==> src/rtl/pipe_addmul_pkg.sv <==
// Shared sizing helpers and the default stage payload for the add-multiply pipe.
// Partial products are walked in schoolbook order: ascending weight k = i+j, low i first.
package pipe_addmul_pkg;

    localparam int DEF_W     = 32;
    localparam int DEF_LIMB  = 16;
    localparam int DEF_TAG_W = 4;

    function automatic int n_limbs(input int w, input int limb);
        return w / limb;
    endfunction

    function automatic int pipe_latency(input int w, input int limb);
        int n;
        n = n_limbs(w, limb);
        return 2 + n * n;
    endfunction

    // Holds the running carry plus up to N unshifted limb products.
    function automatic int acc_width(input int w, input int limb);
        return 2 * limb + $clog2(n_limbs(w, limb)) + 2;
    endfunction

    function automatic int pp_i(input int w, input int limb, input int s);
        int n, c;
        n    = n_limbs(w, limb);
        c    = 0;
        pp_i = 0;
        for (int k = 0; k < 2 * n - 1; k++)
            for (int i = 0; i < n; i++)
                if (i <= k && k - i < n) begin
                    if (c == s) pp_i = i;
                    c++;
                end
    endfunction

    function automatic int pp_j(input int w, input int limb, input int s);
        int n, c;
        n    = n_limbs(w, limb);
        c    = 0;
        pp_j = 0;
        for (int k = 0; k < 2 * n - 1; k++)
            for (int i = 0; i < n; i++)
                if (i <= k && k - i < n) begin
                    if (c == s) pp_j = k - i;
                    c++;
                end
    endfunction

    localparam int DEF_ACC_W = acc_width(DEF_W, DEF_LIMB);

    typedef struct packed {
        logic [DEF_ACC_W-1:0]  acc;
        logic [2*DEF_W-1:0]    res;
        logic [DEF_W-1:0]      a;
        logic [DEF_W-1:0]      b;
        logic [DEF_TAG_W-1:0]  tag;
        logic                  vld;
    } addmul_pl_t;

endpackage

==> src/rtl/pipe_addmul_stage.sv <==
// One partial-product stage: adds a_I*b_J into the running accumulator and,
// when it is the last product of its weight, retires that result limb.
module pipe_addmul_stage
    import pipe_addmul_pkg::*;
#(
    parameter int  W    = DEF_W,
    parameter int  LIMB = DEF_LIMB,
    parameter int  I    = 0,
    parameter int  J    = 0,
    parameter type pl_t = addmul_pl_t
) (
    input  logic clk,
    input  logic rst_n,
    input  logic i_hold,
    input  logic i_flush,
    input  pl_t  i_pl,
    output pl_t  o_pl
);

    localparam int N      = n_limbs(W, LIMB);
    localparam int K      = I + J;
    localparam int ACC_W  = acc_width(W, LIMB);
    localparam bit COMMIT = (I == ((K < N) ? K : N - 1));
    localparam bit FINAL  = (K == 2 * N - 2);

    logic [LIMB-1:0]   w_a;
    logic [LIMB-1:0]   w_b;
    logic [2*LIMB-1:0] w_pp;
    logic [ACC_W-1:0]  w_acc;
    pl_t               w_nxt;
    pl_t               r_pl;

    assign w_a   = i_pl.a[I*LIMB +: LIMB];
    assign w_b   = i_pl.b[J*LIMB +: LIMB];
    assign w_pp  = {{LIMB{1'b0}}, w_a} * {{LIMB{1'b0}}, w_b};
    // Accumulator is always aligned to weight K, so the product adds unshifted.
    assign w_acc = i_pl.acc + ACC_W'(w_pp);

    always_comb begin
        w_nxt     = i_pl;
        w_nxt.acc = w_acc;
        if (COMMIT) begin
            w_nxt.res[K*LIMB +: LIMB] = w_acc[LIMB-1:0];
            w_nxt.acc                 = w_acc >> LIMB;
        end
        if (FINAL)
            w_nxt.res[(K+1)*LIMB +: LIMB] = w_acc[2*LIMB-1:LIMB];
    end

    always_ff @(posedge clk or negedge rst_n) begin
        if (!rst_n)
            r_pl <= '0;
        else if (i_flush)
            r_pl.vld <= 1'b0;
        else if (!i_hold)
            r_pl <= w_nxt;
    end

    assign o_pl = r_pl;

endmodule

==> src/rtl/pipe_addmul_bp.sv <==
// Backpressured pipeline computing (in_1 + in_2) * in_3 with one LIMB x LIMB
// partial product per stage; whole pipe freezes while the output is stalled.
module pipe_addmul_bp
    import pipe_addmul_pkg::*;
#(
    parameter int W     = 32,
    parameter int LIMB  = 16,
    parameter int TAG_W = 4
) (
    input  logic               clk,
    input  logic               rst_n,
    input  logic               in_valid,
    output logic               in_ready,
    input  logic [W-2:0]       in_1,
    input  logic [W-2:0]       in_2,
    input  logic [W-1:0]       in_3,
    input  logic [TAG_W-1:0]   in_tag,
    input  logic               flush,
    output logic               out_valid,
    input  logic               out_ready,
    output logic [2*W-1:0]     out,
    output logic [TAG_W-1:0]   out_tag,
    output logic               busy
);

    localparam int N     = n_limbs(W, LIMB);
    localparam int NN    = N * N;
    localparam int ACC_W = acc_width(W, LIMB);

    typedef struct packed {
        logic [ACC_W-1:0]  acc;
        logic [2*W-1:0]    res;
        logic [W-1:0]      a;
        logic [W-1:0]      b;
        logic [TAG_W-1:0]  tag;
        logic              vld;
    } pl_t;

    logic [W-2:0]     r_s1_a;
    logic [W-2:0]     r_s1_b;
    logic [W-1:0]     r_s1_c;
    logic [TAG_W-1:0] r_s1_tag;
    logic             r_s1_vld;
    pl_t              r_s2;
    pl_t              w_pl [0:NN];
    logic             w_stall;
    logic             w_busy;
    logic             w_unused;

    assign w_stall  = out_valid && !out_ready;
    assign in_ready = !w_stall && !flush;

    always_ff @(posedge clk or negedge rst_n) begin
        if (!rst_n) begin
            r_s1_a   <= '0;
            r_s1_b   <= '0;
            r_s1_c   <= '0;
            r_s1_tag <= '0;
            r_s1_vld <= 1'b0;
        end else if (flush) begin
            r_s1_vld <= 1'b0;
        end else if (!w_stall) begin
            r_s1_a   <= in_1;
            r_s1_b   <= in_2;
            r_s1_c   <= in_3;
            r_s1_tag <= in_tag;
            r_s1_vld <= in_valid;
        end
    end

    // Operands are (W-1)-bit, so the W-bit sum cannot overflow.
    always_ff @(posedge clk or negedge rst_n) begin
        if (!rst_n) begin
            r_s2 <= '0;
        end else if (flush) begin
            r_s2.vld <= 1'b0;
        end else if (!w_stall) begin
            r_s2.acc <= '0;
            r_s2.res <= '0;
            r_s2.a   <= {1'b0, r_s1_a} + {1'b0, r_s1_b};
            r_s2.b   <= r_s1_c;
            r_s2.tag <= r_s1_tag;
            r_s2.vld <= r_s1_vld;
        end
    end

    assign w_pl[0] = r_s2;

    for (genvar s = 0; s < NN; s++) begin : g_pp
        pipe_addmul_stage #(
            .W    (W),
            .LIMB (LIMB),
            .I    (pp_i(W, LIMB, s)),
            .J    (pp_j(W, LIMB, s)),
            .pl_t (pl_t)
        ) u_pp (
            .clk     (clk),
            .rst_n   (rst_n),
            .i_hold  (w_stall),
            .i_flush (flush),
            .i_pl    (w_pl[s]),
            .o_pl    (w_pl[s+1])
        );
    end

    assign out_valid = w_pl[NN].vld;
    assign out       = w_pl[NN].res;
    assign out_tag   = w_pl[NN].tag;

    always_comb begin
        w_busy = r_s1_vld | r_s2.vld;
        for (int s = 1; s <= NN; s++)
            w_busy = w_busy | w_pl[s].vld;
    end

    assign busy     = w_busy;
    assign w_unused = ^{w_pl[NN].acc, w_pl[NN].a, w_pl[NN].b};

endmodule

==> config.mk <==
export PLATFORM = sky130hd
export DESIGN_NAME = pipe_addmul_bp
export DESIGN_NICKNAME = d
export VERILOG_FILES = /design/src/rtl/pipe_addmul_pkg.sv /design/src/rtl/pipe_addmul_stage.sv /design/src/rtl/pipe_addmul_bp.sv
export SDC_FILE = /design/constraint.sdc
export NUM_CORES = 2
export LEC_CHECK = 0
export CORE_MARGIN = 2
export CORE_UTILIZATION = 55
export CTS_BUF_LIST = sky130_fd_sc_hd__clkbuf_2 sky130_fd_sc_hd__clkbuf_4 sky130_fd_sc_hd__clkbuf_8
export CTS_CLUSTER_SIZE = 12
export DETAILED_ROUTE_END_ITERATION = 7
export MAX_ROUTING_LAYER = met4
export PLACE_DENSITY = 0.72
export SYNTH_ARGS = -nofsm -noshare
export SYNTH_HDL_FRONTEND = slang
export SYNTH_HIERARCHICAL = 1
export SYNTH_SLANG_ARGS = --single-unit
==> constraint.sdc <==
create_clock -name clk -period 7.2 [get_ports clk]
set_clock_uncertainty 0.15 [all_clocks]
set_input_delay 0.72 -clock clk [delete_from_list [all_inputs] [get_ports clk]]
set_output_delay 0.72 -clock clk [all_outputs]
set_load 0.03 [all_outputs]
# After elaboration in Yosys (flattened, before gate mapping)
# Cells that the tools add are included.
[totals] regBits=576 input_bits=103 out_inout_bits=71 elab_cells=64
[op_classes] n_addsub=4 mul=4 n_eq_ne=1 n_mux=12 n_bitwise=7 n_reduce_logical=6
[ops] operator="16-bit by 16-bit multiplier with 32-bit output" n=4
[ops] operator="33-bit by 32-bit adder with 34-bit output" n=1
[ops] operator="16-bit by 32-bit adder with 33-bit output" n=1
[ops] operator="19-bit by 32-bit adder with 32-bit output" n=1
[ops] operator="31-bit by 31-bit adder with 32-bit output" n=1
[ops] operator="1-bit two-way mux" n=12
[ops] operator="1-bit bitwise OR" n=5
[ops] operator="1-bit zero test" n=3
[ops] operator="1-bit logical AND" n=2
[ops] operator="2-bit inequality test, second input constant" n=1
[ops] operator="1-bit inverter" n=2
[ops] operator="2-bit AND reduction" n=1

# Depth between registers and ports, before layout
[logic_depth] depth_word=5 depth_mapped=24 mapped_depth_nobuf=22

# By module
# The synthesis kept the hierarchy.
[modules_own_cells] module="pipe_addmul_stage at g_pp[1].u_pp" instances=1 cells_each=1864 area_each_um2=16196.8 seq_area_each_um2=4204.0
[modules_own_cells] module="pipe_addmul_stage at g_pp[2].u_pp" instances=1 cells_each=1820 area_each_um2=15737.6 seq_area_each_um2=3803.6
[modules_own_cells] module="pipe_addmul_stage at g_pp[0].u_pp" instances=1 cells_each=1812 area_each_um2=15621.2 seq_area_each_um2=3803.6
[modules_own_cells] module="pipe_addmul_stage at g_pp[3].u_pp" instances=1 cells_each=1743 area_each_um2=15079.5 seq_area_each_um2=3403.3
[modules_own_cells] module="pipe_addmul_bp" instances=1 cells_each=950 area_each_um2=8135.3 seq_area_each_um2=4204.0

# Worst setup path after synthesis
# Ideal clock, no wire load.
[synth_path] kind="register to register" start="reg g_pp[0].u_pp.r_pl (netlist bit g_pp[0].u_pp/o_pl[28])" end="reg g_pp[1].u_pp.r_pl (netlist bit g_pp[1].u_pp/o_pl[164])" setup_time_ns=0.124 t_arrival_ns=5.871 t_required_ns=6.926 slack_ns=1.055 path_stages_with_launch=22 n_path_buf=3 synth_period_minus_slack_ns=6.145 path_cell_list="dfrtp_1 > clkbuf_1 > clkbuf_1 > nand2_1 > fa_1 > inv_1 > fa_1 > fa_1 > fa_1 > fa_1 > inv_1 > fa_1 > inv_1 > ha_1 > buf_6 > a21o_1 > o21bai_1 > a22o_1 > or4_1 > o211ai_2 > o21bai_2 > a211o_1"
[synth_between] elab_chain_len=2
[synth_rtl] element="start, declared" line="pipe_addmul_stage.sv:31" source="pl_t r_pl;"
[synth_rtl] element="start signal, assigned" line="pipe_addmul_stage.sv:56" source="r_pl <= w_nxt;"
[synth_rtl] element="16-bit by 16-bit multiplier with 32-bit output" line="pipe_addmul_stage.sv:35" source="assign w_pp = {{LIMB{1'b0}}, w_a} * {{LIMB{1'b0}}, w_b};"
[synth_rtl] element="16-bit by 32-bit adder with 33-bit output" line="pipe_addmul_stage.sv:37" source="assign w_acc = i_pl.acc + ACC_W'(w_pp);"
[synth_rtl] element="end signal, assigned" line="pipe_addmul_stage.sv:56"
[synth_rtl] element="end, declared" line="pipe_addmul_stage.sv:31"
# No other way between the ends.
# A chain may end at the register's enable or synchronous reset.

# Worst setup path after layout
# Same ends and word-level chain as after synthesis.

==> results <==
- TritonCTS created 90 clock buffers.
- For the pin with the worst max-slew slack, the measured transition is 1.04 ns.
- For this run, the detailed router's first-pass iteration total came to 7.
- The total cell area at the placement stage is 63,900 um2.
- The signal on the critical path passes through nand2_1, fa_1, fa_1, inv_1, fa_1, fa_1, fa_1, inv_1, fa_1, inv_1, ha_1, and3_1, nor3b_1, nand2_1, nor3_1, or4_1, o211ai_2, o21a_1, a211o_1.
- A synthesized cell averages 8.62 um2.
- The number of vias per cell after detailed routing is 5.30.
- The final count of hold timing violations is 0.
- In this run the worst path has a maximum fanout of 18.
- The largest net degree at the start of global routing is 169.
- TritonCTS built the clock tree.
- In the layout the commonest cells are sky130_fd_sc_hd__nand2_1, sky130_fd_sc_hd__inv_1, sky130_fd_sc_hd__fa_1.
- The number of gates resized after CTS was 0.
- Yosys printed 6 warnings.
- The final cell area excluding filler cells is 66,000 um2.
- The initial antenna violation count was 3.
- The floorplan step defined a die boundary enclosing 114,000 um2.
- The number of global-route vias before repair came to 47,322.
- The area growth from synthesis to layout is 7.62%.
- Clock-pin slew was measured on the worst setup and hold paths at 0.06 ns.
- The worst path uses 92.2% of the clock period.
- Counting both buffers and inverters, the worst setup path holds a total of 3.
- The post-layout minimum cycle time is 6.64 ns.
- The number of max-capacitance violations reported is 0.
- The launching element type of the critical path is a flip-flop.
- The data required time at the worst endpoint is 7.71 ns.
- The number of buffers inserted by post-CTS setup repair is 0.
- The via count is 45,997.
- Global routing consumed, over all layers together, 28.2% of the routing resources.
- The remaining global-route overflow is 0.
- The H-tree depth is 3.
- The worst hold path belongs to the class flip-flop to flip-flop.
- The number of sinks handled by clock tree synthesis is 533.
- The number of input and output port buffers inserted is 173.
- The most common cell after layout, fill and taps aside is sky130_fd_sc_hd__nand2_1.
- The detailed router finished its first iteration with 3,335 violations.
- The detail route stage leaves a number of antenna-violating nets equal to 0.
- The arrival time at the worst endpoint is 7.14 ns.
- The worst-case headroom to the max-slew limit is 30.5%.
- The floorplan step defined a core boundary enclosing 111,000 um2.
- The kind of end point of the critical path is a flip-flop.
- In this run the core area contains 122 standard-cell rows.
- Setup repair after global routing left no endpoint under its margin.
- Across all register-to-register paths, the minimum setup slack is 0.56 ns.
- After detailed routing, the average wire length per cell comes to 17.2 um.
- Setup violations remaining at the end of the flow were counted as 0.
- For the worst-skew pair, the clock arrives at the later sink with an insertion delay of 0.78 ns.
- Of the cells placed in the final design, the portion with a size suffix greater than 1 is 3.91%.
- The floorplan step set the die height to 338 um.
- The total wire length after detailed routing is 150 mm.
- The delay of the slowest cell on the worst path is 0.86 ns.
- The startpoint-to-endpoint class of the critical path is flip-flop to flip-flop.
- The maximum count of clock buffers along a single path is 3.
- For this run, the post-layout net count is 8,582.
- The tree is rooted in a sky130_fd_sc_hd__clkbuf_8.
- After synthesis the cells add up to 61,300 um2.
- The master of the slowest instance on the critical path is sky130_fd_sc_hd__dfrtp_1.
- The flow ran to the end, and the final reports show no timing, DRC or antenna violations.
- The post-detailed-route DRC marker count is 0.
- The max-slew violation count is 0.
- The placer's final routability congestion estimate is 0.933.
- Detailed placement ended at an HPWL of 117 mm.
- The first global-routing pass estimated 248 mm of wire.
- 174 I/O pins were placed.
- Static timing analysis puts the maximum clock frequency at 151 MHz.
- On the critical path the largest part of the delay comes from adder cells.
- The starting density of the core is 55.4%.
- The critical path's most frequent cell is sky130_fd_sc_hd__fa_1.
- The cts-stage hold buffer count is 1.
- From left edge to right edge, the die measures 338 um.
- The setup TNS after final layout is 0 ns.
- After technology mapping, the gate count stands at 7,116.
area by class of cell:
class / count / area, um2
fill: 9768 / 44700
multi-input combinational: 4951 / 41700
tap: 1488 / 1860
sequential: 533 / 13300
timing repair buffer: 213 / 2080
clock buffer: 136 / 1730
inverter: 1326 / 4980
clock inverter: 27 / 315
antenna: 3 / 7.51
path summary, 6_finish.rpt:
path,startpoint,to,cells past startpoint
hold reg to reg,r_s1_c[24],r_s2[29],2
max in group asynchronous,rst_n,r_s1_b[5],3
setup reg to reg,g_pp[0].u_pp/o_pl[28],g_pp[1].u_pp/o_pl[164],19
setup / recovery,g_pp[0].u_pp/o_pl[28],g_pp[1].u_pp/o_pl[164],19
min in group asynchronous,rst_n,g_pp[2].u_pp/o_pl[140],2
hold / removal,r_s1_c[24],r_s2[29],2
routing by layer:
| layer | up-vias | part of all wire, % | GRT usage, % |
|---|---|---|---|
| li1 | 21399 | - | - |
| met1 | 22886 | 45 | 39.5 |
| met2 | 1475 | 46 | 43.6 |
| met3 | 237 | 6.5 | 3.98 |
| met4 | 0 | 2.4 | 6.82 |
| met5 | - | 0 | - |
tightest hold or removal path, delay by kind of cell (launching register included):
kind	cells	cell delay, ns
flops	1	0.34
simple gates	2	0.10
stage by stage:
stage / hold slack, ns / instances / setup WS [ns] / util (%)
final: 0.314 / 8677 / 0.561 / 59.6
after global routing: 0.277 / 8677 / 0.258 / 59.6
after CTS: 0.271 / 8674 / 0.565 / 59.6
after detailed placement: 0.300 / 8510 / 0.584 / 57.8
after global placement: 0.295 / 8510 / 0.663 / 57.8
after floorplan: 0.274 / 7177 / 1.05 / -
flip-flops by register name, indices dropped and copies added (netlist names):
| signal | cells |
|---|---|
| r_s1_a | 31 |
| r_s1_tag | 4 |
| g_pp.u_pp/o_pl | 365 |
| r_s1_c | 32 |
| r_s1_b | 31 |
| r_s2 | 69 |
| r_s1_vld | 1 |
Power is not shown: default switching activity piles up to over one toggle a cycle in this logic, so the estimate is an artifact.
